===== src/rtl/mem_access_unit.sv =====
// Memory-stage data access engine: turns LDR/STR/LDRB/STRB in M into a req/ack bus
// transaction and stalls the pipeline until it completes. Optional: ALIGN_CHECK_EN.
module mem_access_unit #(
  parameter int TIMEOUT_CYCLES = 16
) (
  input  logic        clk,
  input  logic        reset_n,
  input  logic        ValidM,
  input  logic        MemWriteM,
  input  logic        MemtoRegM,
  input  logic        ByteM,
  input  logic [31:0] ALUResultM,
  input  logic [31:0] WriteDataM,
  output logic [31:0] ReadDataM,
  output logic        StallM,
  output logic        BusErrM,
  output logic        AlignFaultM,
  output logic        mem_req,
  output logic        mem_we,
  output logic [31:0] mem_addr,
  output logic [31:0] mem_wdata,
  output logic [3:0]  mem_be,
  input  logic        mem_ack,
  input  logic [31:0] mem_rdata
);

  localparam int CNT_W = (TIMEOUT_CYCLES > 0) ? $clog2(TIMEOUT_CYCLES + 1) : 1;
  localparam logic [CNT_W-1:0] CNT_MAX = CNT_W'(TIMEOUT_CYCLES);

  typedef enum logic [1:0] {IDLE, WAIT, DONE} state_t;

  state_t           state;
  logic [CNT_W-1:0] to_cnt;
  logic [CNT_W-1:0] cnt_nxt;
  logic [1:0]       lane_r;
  logic             load_r;
  logic             byte_r;
  logic             access;
  logic             misalign;

  function automatic logic [3:0] lane_be(input logic byte_acc, input logic [1:0] k);
    return byte_acc ? (4'b0001 << k) : 4'hF;
  endfunction

  function automatic logic [31:0] store_data(input logic byte_acc, input logic [31:0] wd);
    return byte_acc ? {4{wd[7:0]}} : wd;
  endfunction

  function automatic logic [31:0] load_data(input logic byte_acc, input logic [1:0] k,
                                            input logic [31:0] rd);
    return byte_acc ? {24'h0, rd[{k, 3'b000} +: 8]} : rd;
  endfunction

  assign access  = ValidM & (MemWriteM | MemtoRegM);
  assign cnt_nxt = to_cnt + 1'b1;
  assign StallM  = ((state == IDLE) & access) | (state == WAIT);

`ifdef ALIGN_CHECK_EN
  logic align_flt;
  assign misalign    = ~ByteM & (ALUResultM[1:0] != 2'b00);
  assign AlignFaultM = align_flt;

  // Faulting access skips the bus and goes straight to DONE, so the pulse lands there
  always_ff @(posedge clk or negedge reset_n) begin
    if (!reset_n) align_flt <= 1'b0;
    else          align_flt <= (state == IDLE) & access & misalign;
  end
`else
  assign misalign    = 1'b0;
  assign AlignFaultM = 1'b0;
`endif

  always_ff @(posedge clk or negedge reset_n) begin
    if (!reset_n) begin
      state     <= IDLE;
      to_cnt    <= '0;
      lane_r    <= 2'b00;
      load_r    <= 1'b0;
      byte_r    <= 1'b0;
      mem_req   <= 1'b0;
      mem_we    <= 1'b0;
      mem_addr  <= 32'h0;
      mem_wdata <= 32'h0;
      mem_be    <= 4'h0;
      ReadDataM <= 32'h0;
      BusErrM   <= 1'b0;
    end else begin
      BusErrM <= 1'b0;
      case (state)
        IDLE: begin
          if (access) begin
            if (misalign) begin
              ReadDataM <= 32'h0;
              state     <= DONE;
            end else begin
              mem_req   <= 1'b1;
              mem_we    <= MemWriteM;
              mem_addr  <= {ALUResultM[31:2], 2'b00};
              mem_wdata <= store_data(ByteM, WriteDataM);
              mem_be    <= lane_be(ByteM, ALUResultM[1:0]);
              lane_r    <= ALUResultM[1:0];
              load_r    <= ~MemWriteM;
              byte_r    <= ByteM;
              to_cnt    <= '0;
              state     <= WAIT;
            end
          end
        end
        WAIT: begin
          if (mem_ack) begin
            mem_req <= 1'b0;
            if (load_r) ReadDataM <= load_data(byte_r, lane_r, mem_rdata);
            state   <= DONE;
          end else if ((TIMEOUT_CYCLES != 0) && (cnt_nxt == CNT_MAX)) begin
            mem_req   <= 1'b0;
            ReadDataM <= 32'h0;
            BusErrM   <= 1'b1;
            state     <= DONE;
          end else begin
            to_cnt <= cnt_nxt;
          end
        end
        DONE:    state <= IDLE;
        default: state <= IDLE;
      endcase
    end
  end

endmodule


===== config.mk =====
export PLATFORM = sky130hd
export DESIGN_NAME = mem_access_unit
export DESIGN_NICKNAME = d
export VERILOG_FILES = /design/src/rtl/mem_access_unit.sv
export SDC_FILE = /design/constraint.sdc
export NUM_CORES = 1
export LEC_CHECK = 0
export ABC_AREA = 1
export BUFFER_PORTS_ARGS = -buffer_cell sky130_fd_sc_hd__buf_2
export CORE_UTILIZATION = 40
export CTS_CLUSTER_DIAMETER = 40
export DETAILED_ROUTE_END_ITERATION = 10
export PLACE_DENSITY = 0.76
export SETUP_SLACK_MARGIN = 0.3
export SLEW_MARGIN = 20
export SYNTH_ARGS = -nofsm -noshare
export SYNTH_HDL_FRONTEND = slang
export SYNTH_SLANG_ARGS = --single-unit

===== constraint.sdc =====
create_clock -name clk -period 1.42 [get_ports clk]
set_input_delay 0.213 -clock clk [delete_from_list [all_inputs] [get_ports clk]]
set_output_delay 0.213 -clock clk [all_outputs]
set_load 0.03 [all_outputs]

==> results.sh, run 1 <==
export IMPL_hold_viol_final=0
export IMPL_whs_path_depth=3
export IMPL_antennaDiodeCount=0
export IMPL_core_area_mm2=0.0123
export IMPL_drc=0
export IMPL_p_per_area_mw_per_mm2=1850
export IMPL_clk_path_buf_depth=2
export IMPL_routedWlPerCell_um=17.9
export IMPL_worstSetupEndpointType="flip-flop"
export IMPL_worstHoldStart="ALUResultM[4]"
export IMPL_vdd_ir_drop_max_mv=1.19
export IMPL_finalMaxSlewViolations=0
export IMPL_totalWireLength_um=19500
export IMPL_pre_cts_ws_ns=-0.224
export IMPL_clkTransAtPathRegs_ns=0.08
export IMPL_worstPathArrival_ns=1.90
export IMPL_syn_avg_cell_area_um2=8.13
export IMPL_drt_antenna_violating_nets=0
export IMPL_p_sw_uw=6830
export IMPL_r2r_start="state[0]"
export IMPL_status="complete, but fails checks"
export IMPL_critPathRequiredTime_ns=1.71
export IMPL_num_rows=40
export IMPL_antenna_found_initial=0
export IMPL_first_pass_iters=6
export IMPL_synth_area_mm2=0.00513
export IMPL_worst_slack_ns=-0.192
export IMPL_io_pins=208
export IMPL_sequentialPowerShare_pct=31.0
export IMPL_synth_yosys_seq_area_share_pct=54.7
export IMPL_grt_max_degree=74
export IMPL_dp_cells=994
export IMPL_die_w_um=115
export IMPL_p_leak_uw=0.00475
export IMPL_area_growth_pct=76.5
export IMPL_fmax_ghz=0.620
export IMPL_vias=5586
export IMPL_start_util_pct=41.8
export IMPL_hold_class="input pin to flip-flop"
export IMPL_cts_max_level=3
export IMPL_ys_types=27
export IMPL_nets=1025
export IMPL_clock_root_buffer="clkbuf_16"
export IMPL_fin_crit_sh_pct=114
export IMPL_drt_iter0_drc=358
export IMPL_fp_dieH_um=115
export IMPL_post_dp_hpwl_um=10100
export IMPL_grt_pass1_vias=5153
export IMPL_maxCapViolCount=0
export IMPL_clkPwrFrac_pct=17.2
export IMPL_grt_usage_pct=25.7
export IMPL_postSynthCellCount=631
export IMPL_internal_power_uw=9950
export IMPL_reg2regPathDepth=9
export IMPL_period_minus_slack_ns=1.61
export IMPL_violations="negative setup slack"
export IMPL_drive_gt1_share_pct=47.5
export IMPL_cts_buffers=9
export IMPL_vias_per_cell=5.11
export IMPL_critPathLaunch="state[0]"
export IMPL_swShare_pct=40.7
export IMPL_fin_skew_ns=0.0122
export IMPL_crit_fanout=7
export IMPL_rsz0062_at_grt="yes"
export IMPL_startpoint_type="flip-flop"
export IMPL_port_buffers=204
export IMPL_cts_tree="done"
export IMPL_ys_ff_latch=112
export IMPL_ys_warn_count=0
export IMPL_setup_violations_final=104
export IMPL_cts_num_sinks=112
export IMPL_power_frac_comb_pct=51.8
export IMPL_gp_congestion=0.892
export IMPL_clk_latency_ns=0.36
export IMPL_dieArea_mm2=0.0133
export IMPL_critPathKind="flip-flop to flip-flop"
export IMPL_grt_pass1_wl_um=26000
export IMPL_grt_overflow=0
export IMPL_instances_no_fill=1093
==> critical path, stage by stage, from the launching register on <==
cell and delay, ns:
dfrtp_1 0.42, nor2_4 0.14, o211ai_4 0.10, buf_6 0.13
buf_6 0.12, inv_8 0.07, buf_12 0.12, buf_16 0.14
buf_12 0.14, o21a_1 0.17
==> worst paths after layout <==
| path | to | slack (ns) |
|---|---|---|
| max | mem_wdata[18] | -0.19 |
| min | mem_addr[4] | 0.05 |
| max reg2reg | mem_wdata[18] | -0.19 |
| min reg2reg | ReadDataM[21] | 0.50 |
| max in group asynchronous | mem_addr[13] | 0.57 |
| min in group asynchronous | ReadDataM[13] | 0.19 |
==> layout make-up <==
| class | instances | area, µm² |
|---|---|---|
| repair buffers | 311 | 3020 |
| flip-flops and latches | 112 | 2800 |
| inverters | 40 | 158 |
| clock buffers | 10 | 239 |
| clock inverters | 6 | 91.3 |
| well taps | 168 | 210 |
| fillers | 782 | 3210 |
| multi-input cells | 446 | 2530 |
==> per-stage QoR <==
step | hold WS [ns] | cell area (µm²) | power (µW) | TNS [ns] | utilization (%)
3_3_place_gp | 0.0116 | 6520 | 10500 | -3.57 | 53.2
3_5_place_dp | 0.00948 | 6520 | 10600 | -7.20 | 53.2
5_1_grt | 0.0418 | 9050 | 17500 | -16.08 | 73.8
6_report | 0.0468 | 9050 | 16800 | -10.09 | 73.8
4_1_cts | 0.0360 | 8180 | 15400 | -6.51 | 66.7
2_1_floorplan | -0.0826 | 5290 | 8670 | -1.37 | -
==> power by group through the flow <==
stage | Sequential [µW] | Combinational, µW | Clock (µW)
6_report | 5200 | 8690 | 2890
3_5_place_dp | 4880 | 5690 | 0
3_3_place_gp | 4890 | 5580 | 0
2_1_floorplan | 6920 | 1750 | 0
5_1_grt | 5280 | 9140 | 3040
4_1_cts | 5050 | 7430 | 2870
==> registers in the layout (all words and copies together) (netlist names) <==
name and count:
ReadDataM 32, mem_wdata 32, mem_addr 30, to_cnt 5, mem_be 4, lane_r 2
state 2, BusErrM 1, byte_r 1, load_r 1, mem_req 1, mem_we 1
==> kinds of logic (layout without fill, tap and decap cells) <==
logic type,Yosys count,in the layout,share of synthesized area (%)
AND/OR/NAND/NOR,380,381,30.3
AO/OA/AOI/OAI,60,60,7.64
adder cells (fa/ha/maj),2,2,0.488
other,1,3,0.0731
flip-flops,112,112,54.7
buffers and inverters,76,367,6.86
==> cell usage after synthesis <==
cell type | n | area, µm²
nand4_1 | 2 | 12.5
conb_1 | 1 | 3.75
buf_6 | 3 | 33.8
dfrtp_1 | 112 | 2800
clkbuf_1 | 9 | 33.8
o21ai_1 | 1 | 5.00
o21bai_1 | 1 | 7.51
a21oi_1 | 11 | 55.1
ha_1 | 2 | 25.0
nand3_1 | 67 | 335
buf_4 | 6 | 45.0
o21ai_0 | 16 | 80.1
nand2_1 | 266 | 998
nand3b_4 | 1 | 20.0
inv_1 | 37 | 139
o21a_1 | 25 | 188
a21oi_2 | 1 | 8.76
nor2_1 | 39 | 146
o211ai_2 | 1 | 12.5
or2_2 | 1 | 6.26
buf_1 | 1 | 3.75
buf_2 | 17 | 85.1
nand2_4 | 2 | 22.5
nand2_2 | 1 | 6.26
nor3_1 | 1 | 5.00
a2bb2oi_1 | 4 | 35.0
inv_2 | 3 | 11.3
==> routing by layer <==
layer  global-route usage (%)  routed length [µm]  vias up
met2                     44.9                9920      281
met1                     30.5                7390     2678
li1                         -                   -     2566
met4                     8.05                 683        0
met5                        0                   0        -
met3                     7.64                1550       61
==> placed cells by master, fill, tap and decap left out, types with 13 or more instances in the layout <==
master / instances
o21ai_0: 14
nand2_1: 205
buf_4: 61
o21a_1: 25
buf_6: 117
nand2_2: 41
nand3_2: 24
nand2_4: 21
dfrtp_1: 111
buf_2: 101
nand3_1: 39
nor2_1: 38
clkbuf_16: 13
inv_1: 36
buf_16: 13
==> repair_timing <==
item,CTS,global route
gates resized for setup,224,172
buffers inserted,31,34
hold buffers,1,0
gates cloned,12,5
endpoints found under the hold margin,112,0
pin swaps,7,20
endpoints found under the setup margin,214,214
Note: power is estimated with default switching activity, not from simulation.
==> run 2, diff against run 1 <==
CORE_MARGIN = 2   (was not set)
REMOVE_ABC_BUFFERS = 1   (was not set)
==> run 2 against run 1 <==
- the flow still finishes with violations (negative setup slack)
- register-to-register slack worse by 0.04 ns
- global-route usage is 3.0 points lower
- total power is 0.97% higher
- utilization is 0.27 points lower
- hold slack better by 0.0038 ns
- count of clock-buffer cells in the layout is 1 higher
- critical path depth stayed put
- wire length is 1.5% higher
- sequential share of layout area is 0.66 points lower
- die area is 3.5% higher
- sequential power hardly changed
- non-clock buffer count is 11 higher
- largest cell class unchanged
- largest power group unchanged
==> results.sh, run 2 (synthesized netlist as in run 1, its figures left out) <==
export IMPL_status="complete, but fails checks"
export IMPL_violations="negative setup slack"
export IMPL_finalMaxSlewViolations=0
export IMPL_rsz0062_at_grt="yes"
export IMPL_maxCapViolCount=0
export IMPL_final_common_cell="nand2_1"
export IMPL_vias=5771
export IMPL_clock_root_buffer="clkbuf_16"
export IMPL_pre_cts_ws_ns=-0.208
export IMPL_crit_chain="ha_4, inv_2, nand2_2, nand3_2, nand3b_4, nand2_8, clkbuf_16, nand3_1, nand2_1"
export IMPL_gp_congestion=0.815
export IMPL_drc=0
export IMPL_critPathKind="flip-flop to flip-flop"
export IMPL_totalWireLength_um=19800
export IMPL_postLayoutCellArea_mm2=0.00924
export IMPL_crit_fanout=6
export IMPL_hold_class="input pin to flip-flop"
export IMPL_hold_viol_final=0
export IMPL_cts_num_sinks=112
export IMPL_period_minus_slack_ns=1.66
export IMPL_busiest_layer="met2"
export IMPL_hold_slack_ns=0.0506
export IMPL_io_pins=208
export IMPL_routedWlPerCell_um=17.8
export IMPL_worstPathArrival_ns=1.95
export IMPL_first_pass_iters=5
export IMPL_vdd_ir_drop_max_mv=1.16
export IMPL_grt_max_degree=60
export IMPL_drive_gt1_share_pct=49.8
export IMPL_core_area_mm2=0.0126
export IMPL_critPathRequiredTime_ns=1.71
export IMPL_start_util_pct=40.8
export IMPL_r2r_start="to_cnt[1]"
export IMPL_cts_max_level=3
export IMPL_clk_path_buf_depth=2
export IMPL_clk_latency_ns=0.35
export IMPL_worstSetupEndpoint="ReadDataM[28]"
export IMPL_worst_slack_ns=-0.236
export IMPL_clkTransAtPathRegs_ns=0.07
export IMPL_fmax_ghz=0.604
export IMPL_placed_area_mm2=0.00650
export IMPL_regToRegSetupSlack_ns=-0.24
export IMPL_fin_crit_sh_pct=117
export IMPL_num_rows=41
export IMPL_reg2regPathDepth=9
export IMPL_grt_usage_pct=22.8
export IMPL_startpoint_type="flip-flop"
export IMPL_critPathLaunch="to_cnt[1]"
export IMPL_drt_iter0_drc=594
export IMPL_antenna_found_initial=0
export IMPL_die_w_um=117
export IMPL_r2r_end="ReadDataM[28]"
export IMPL_met1_usage_pct=28.2
export IMPL_worstHoldStart="ALUResultM[6]"
export IMPL_cp_slowest_cell="dfrtp_1"
export IMPL_p_leak_uw=0.00480
export IMPL_grt_pass1_vias=5062
export IMPL_vias_per_cell=5.19
export IMPL_cts_buffers=9
export IMPL_port_buffers=204
export IMPL_fin_skew_ns=0.00442
export IMPL_drt_antenna_violating_nets=0
export IMPL_p_per_area_mw_per_mm2=1830
export IMPL_grt_overflow=0
export IMPL_post_dp_hpwl_um=9620
export IMPL_fp_dieH_um=117
export IMPL_grt_use_met3_pct=5.10
export IMPL_dieArea_mm2=0.0137
export IMPL_setup_violations_final=66
export IMPL_nets=1039
export IMPL_grt_use_met2_pct=38.9
export IMPL_cts_tree="done"
export IMPL_critPathMaxStageDelay_ns=0.41
export IMPL_final_cell_mix="185 x nand2_1, 118 x buf_6, 112 x dfrtp_1"
export IMPL_area_growth_pct=80.3
export IMPL_largestRegisters="ReadDataM: 32 flops, mem_wdata: 32 flops, mem_addr: 30 flops"
export IMPL_grt_pass1_wl_um=24300
export IMPL_worstSetupEndpointType="flip-flop"
[run 2: changes by cell type in the layout (fill, tap and decap cells not counted), sizes merged]
cell,change
diode,+1
bufinv,-1
nand2,+3
clkbuf,+7
bufbuf,-1
clkinv,-1
buf,+6
clkinvlp,+1
[run 2: what timing repair did]
action | 4_1_cts | 5_1_grt
setup endpoints to repair | 213 | 211
hold endpoints to repair | 112 | 0
gates cloned | 9 | 15
resized for setup | 240 | 162
hold buffers | 1 | 0
pin swaps | 7 | 59
buffers inserted | 27 | 37
[run 2: per-stage QoR]
| step | utilization (%) | TNS (ns) | total power, µW | instances |
|---|---|---|---|---|
| detailed placement | 51.7 | -6.51 | 10600 | 1006 |
| CTS | 64.3 | -5.45 | 15500 | 1059 |
| floorplan | - | -95.85 | 8460 | 597 |
| finish | 73.5 | -7.12 | 16900 | 1112 |
| global placement | 51.7 | -3.66 | 10500 | 1006 |
| global route | 73.5 | -12.18 | 17700 | 1111 |
[run 2: power breakdown]
part | switching (µW) | internal [µW]
Clock | 1210 | 1480
Combinational | 4820 | 4240
Sequential | 912 | 4270
Total | 6950 | 9990
[run 2: worst min-delay path by stage]
stage | to | slack, ns | depth (start not counted)
after floorplan | BusErrM | -0.08 | 0
after CTS | mem_addr[21] | 0.04 | 3
after global routing | mem_addr[30] | 0.06 | 3
after global placement | ReadDataM[30] | 0.03 | 1
final | mem_addr[6] | 0.05 | 3
after detailed placement | ReadDataM[30] | 0.03 | 1
[run 2: worst max-delay path: cells and delay by family (launching register included)]
family / cells / cell delay [ns]
fa+ha+maj: 1 / 0.18
buf+inv: 2 / 0.22
simple gates: 6 / 0.79
flops: 1 / 0.41
[run 2: layer usage]
| layer | vias up | part of all wire [%] |
|---|---|---|
| li1 | 2602 | - |
| met4 | 0 | 3.7 |
| met1 | 2742 | 36 |
| met2 | 357 | 51 |
| met5 | - | 0 |
| met3 | 70 | 9.4 |
[run 2: layout make-up]
type                            count  area (µm²)
Antenna cell                        1        2.50
Clock buffer                       11         253
Clock inverter                      5        62.6
Fill cell                         805        3330
Inverter                           40         163
Multi-Input combinational cell    449        2590
Sequential cell                   112        2800
Tap cell                          172         215
Timing Repair Buffer              322        3150
==> run 3, diff against run 2 <==
ABC_AREA = not set   (was 1)
PLACE_DENSITY = 0.77   (was 0.76)
==> run 3 against run 2 <==
- the flow finishes with violations (design-rule violations, negative setup slack)
- first-iteration DRC count fell by 35%
- worst setup slack got worse by 0.37 ns
- cell area shrank 0.26%
- sequential share of layout area up 0.078 points
- final cell count fell by 12%
- clock power shrank 7.8%
- flip-flop and latch count unchanged
==> results.sh, run 3 <==
export IMPL_hold_path_end="mem_addr[8]"
export IMPL_synth_largest_area_cell="dfrtp_1"
export IMPL_async_reset_ff_share_pct=100
export IMPL_vias=5191
export IMPL_ys_ff_latch=112
export IMPL_worst_slew_pin_slew_ns=0.623
export IMPL_synth_top_area_share_pct=58.7
export IMPL_vias_per_cell=5.33
export IMPL_finalSetupTns_ns=-29.79
export IMPL_synth_yosys_seq_area_share_pct=58.7
export IMPL_startpoint_type="flip-flop"
export IMPL_fp_dieH_um=113
export IMPL_critPathKind="flip-flop to flip-flop"
export IMPL_critPathRequiredTime_ns=1.66
export IMPL_gp_congestion=0.790
export IMPL_clk_path_buf_depth=2
export IMPL_post_dp_hpwl_um=9270
export IMPL_maxCapViolCount=0
export IMPL_grt_max_degree=113
export IMPL_r2r_end="to_cnt[0]"
export IMPL_r2r_start="to_cnt[1]"
export IMPL_dieArea_mm2=0.0128
export IMPL_grt_overflow=0
export IMPL_vdd_ir_drop_max_mv=1.10
export IMPL_final_common_cell="buf_4"
export IMPL_final_cell_mix="129 x buf_4, 116 x buf_6, 112 x dfrtp_1"
export IMPL_nets=931
export IMPL_fmax_ghz=0.494
export IMPL_cts_tree="done"
export IMPL_core_area_mm2=0.0115
export IMPL_synth_area_leaders="dfrtp_1 59%, nand2_1 13%, mux2i_1 6.9%"
export IMPL_placed_area_mm2=0.00616
export IMPL_antennaDiodeCount=0
export IMPL_regToRegSetupSlack_ns=-0.60
export IMPL_fin_skew_ns=0.00647
export IMPL_worstPathArrival_ns=2.26
export IMPL_reg2regPathDepth=7
export IMPL_rsz0062_at_grt="yes"
export IMPL_whs_path_depth=3
export IMPL_ys_warn_count=0
export IMPL_crit_fanout=6
export IMPL_synth_common_cells="163 x nand2_1, 112 x dfrtp_1, 33 x mux2i_1, 27 x o21ai_0"
export IMPL_fin_crit_sh_pct=142
export IMPL_postLayoutCellArea_mm2=0.00922
export IMPL_setup_violations_final=112
export IMPL_p_total_uw=19000
export IMPL_period_minus_slack_ns=2.02
export IMPL_drive_gt1_share_pct=64.3
export IMPL_drt_antenna_violating_nets=0
export IMPL_clkTransAtPathRegs_ns=0.08
export IMPL_first_pass_iters=7
export IMPL_clock_root_buffer="clkbuf_16"
export IMPL_worstSetupEndpointType="flip-flop"
export IMPL_largestRegisters="ReadDataM: 32 flops, mem_wdata: 32 flops, mem_addr: 30 flops"
export IMPL_fillerInstances=600
export IMPL_die_w_um=113
export IMPL_p_leak_uw=0.00471
export IMPL_area_growth_pct=92.9
export IMPL_violations="design-rule violations, negative setup slack"
export IMPL_synth_area_mm2=0.00478
export IMPL_grt_pass1_wl_um=26700
export IMPL_status="complete, but fails checks"
export IMPL_drt_iter0_drc=389
export IMPL_num_rows=39
export IMPL_routedWlPerCell_um=19.9
export IMPL_cts_num_sinks=112
export IMPL_io_pins=208
export IMPL_clk_latency_ns=0.35
export IMPL_synth_most_common_cell="nand2_1"
export IMPL_cts_max_level=3
export IMPL_hold_viol_final=0
export IMPL_syn_avg_cell_area_um2=10.1
export IMPL_ys_types=43
export IMPL_antenna_found_initial=0
export IMPL_worst_slack_ns=-0.602
export IMPL_grt_usage_pct=26.4
export IMPL_totalWireLength_um=19400
export IMPL_postSynthCellCount=471
export IMPL_synth_edf_count=0
export IMPL_grt_pass1_vias=5337
export IMPL_start_util_pct=41.5
export IMPL_finalMaxSlewViolations=0
export IMPL_port_buffers=204
export IMPL_cts_buffers=9
export IMPL_p_per_area_mw_per_mm2=2060
export IMPL_drc=1
export IMPL_worstHoldStart="ALUResultM[8]"
export IMPL_synth_main_ff_cell="dfrtp_1"
export IMPL_relSlewSlack_pct=58.5
export IMPL_hold_class="input pin to flip-flop"
run 3: worst max-delay path: stages, from the launching register on:
cell	delay, ns
dfrtp_1	0.43
buf_4	0.19
a21bo_2	0.23
a41o_1	0.22
buf_4	0.16
a31oi_4	0.34
nor2_4	0.08
mux2_2	0.27
run 3: final cells by class:
cell class                 instances  area, µm²  share of cell area [%]
clock buffer                       9        225                    2.44
clock inverter                     7       52.6                   0.570
inverter                           4       15.0                   0.163
multi-input combinational        328       2590                    28.1
sequential                       112       2800                    30.4
tap                              143        179                    1.94
timing repair buffer             371       3360                    36.4
run 3: timing repair:
| item | 4_1_cts | 5_1_grt |
|---|---|---|
| setup endpoints to repair | 214 | 212 |
| pin swaps | 81 | 51 |
| hold endpoints to repair | 112 | 0 |
| gates resized for setup | 299 | 162 |
| cloned | 12 | 2 |
| buffers inserted | 81 | 43 |
| hold buffers | 1 | 0 |
run 3: metrics by stage:
step | utilization, % | instances | hold WS (ns) | setup slack, ns
after global routing | 80.1 | 974 | 0.0502 | -0.660
after CTS | 71.3 | 929 | 0.0387 | -0.484
final | 80.1 | 974 | 0.0534 | -0.602
after global placement | 53.5 | 819 | 0.335 | -0.478
after detailed placement | 53.5 | 819 | 0.344 | -0.604
after floorplan | - | 442 | -0.0826 | -1.28
run 3: cells by family (layout without fill, tap and decap cells):
family,count (synthesis),in the layout,synth area share [%]
buffers and inverters,35,391,3.40
DFF,112,112,58.7
muxes,34,34,7.15
adders and majority gates,2,2,0.524
xor gates and xnor gates,1,1,0.340
and+or+nand+nor,194,196,16.9
AOI/OAI and AO/OA,92,92,13.0
other,1,3,0.0785
run 3: power breakdown:
part | switching [µW] | leakage [µW] | total (µW) | internal [µW]
registers | 1050 | 0.00140 | 5420 | 4370
clock network | 1270 | 0.000137 | 2490 | 1210
logic | 5470 | 0.00318 | 11100 | 5610
run 3: routing by layer:
layer / part of all wire, % / GRT usage (%) / vias to the layer above
met5: 0 / 0 / -
met4: 2.8 / 11.0 / 0
met3: 6.7 / 7.50 / 50
met2: 53 / 47.4 / 251
met1: 37 / 29.3 / 2558
li1: - / - / 2332
run 3: worst max path at each step:
stage,start,end,slack (ns),cells past startpoint
detailed placement,to_cnt[0],ReadDataM[5],-0.60,6
finish,to_cnt[1],to_cnt[0],-0.60,7
global placement,to_cnt[0],ReadDataM[22],-0.48,7
CTS,to_cnt[0],ReadDataM[24],-0.48,8
global route,to_cnt[1],ReadDataM[17],-0.66,8
floorplan,state[0],to_cnt[0],-1.28,3
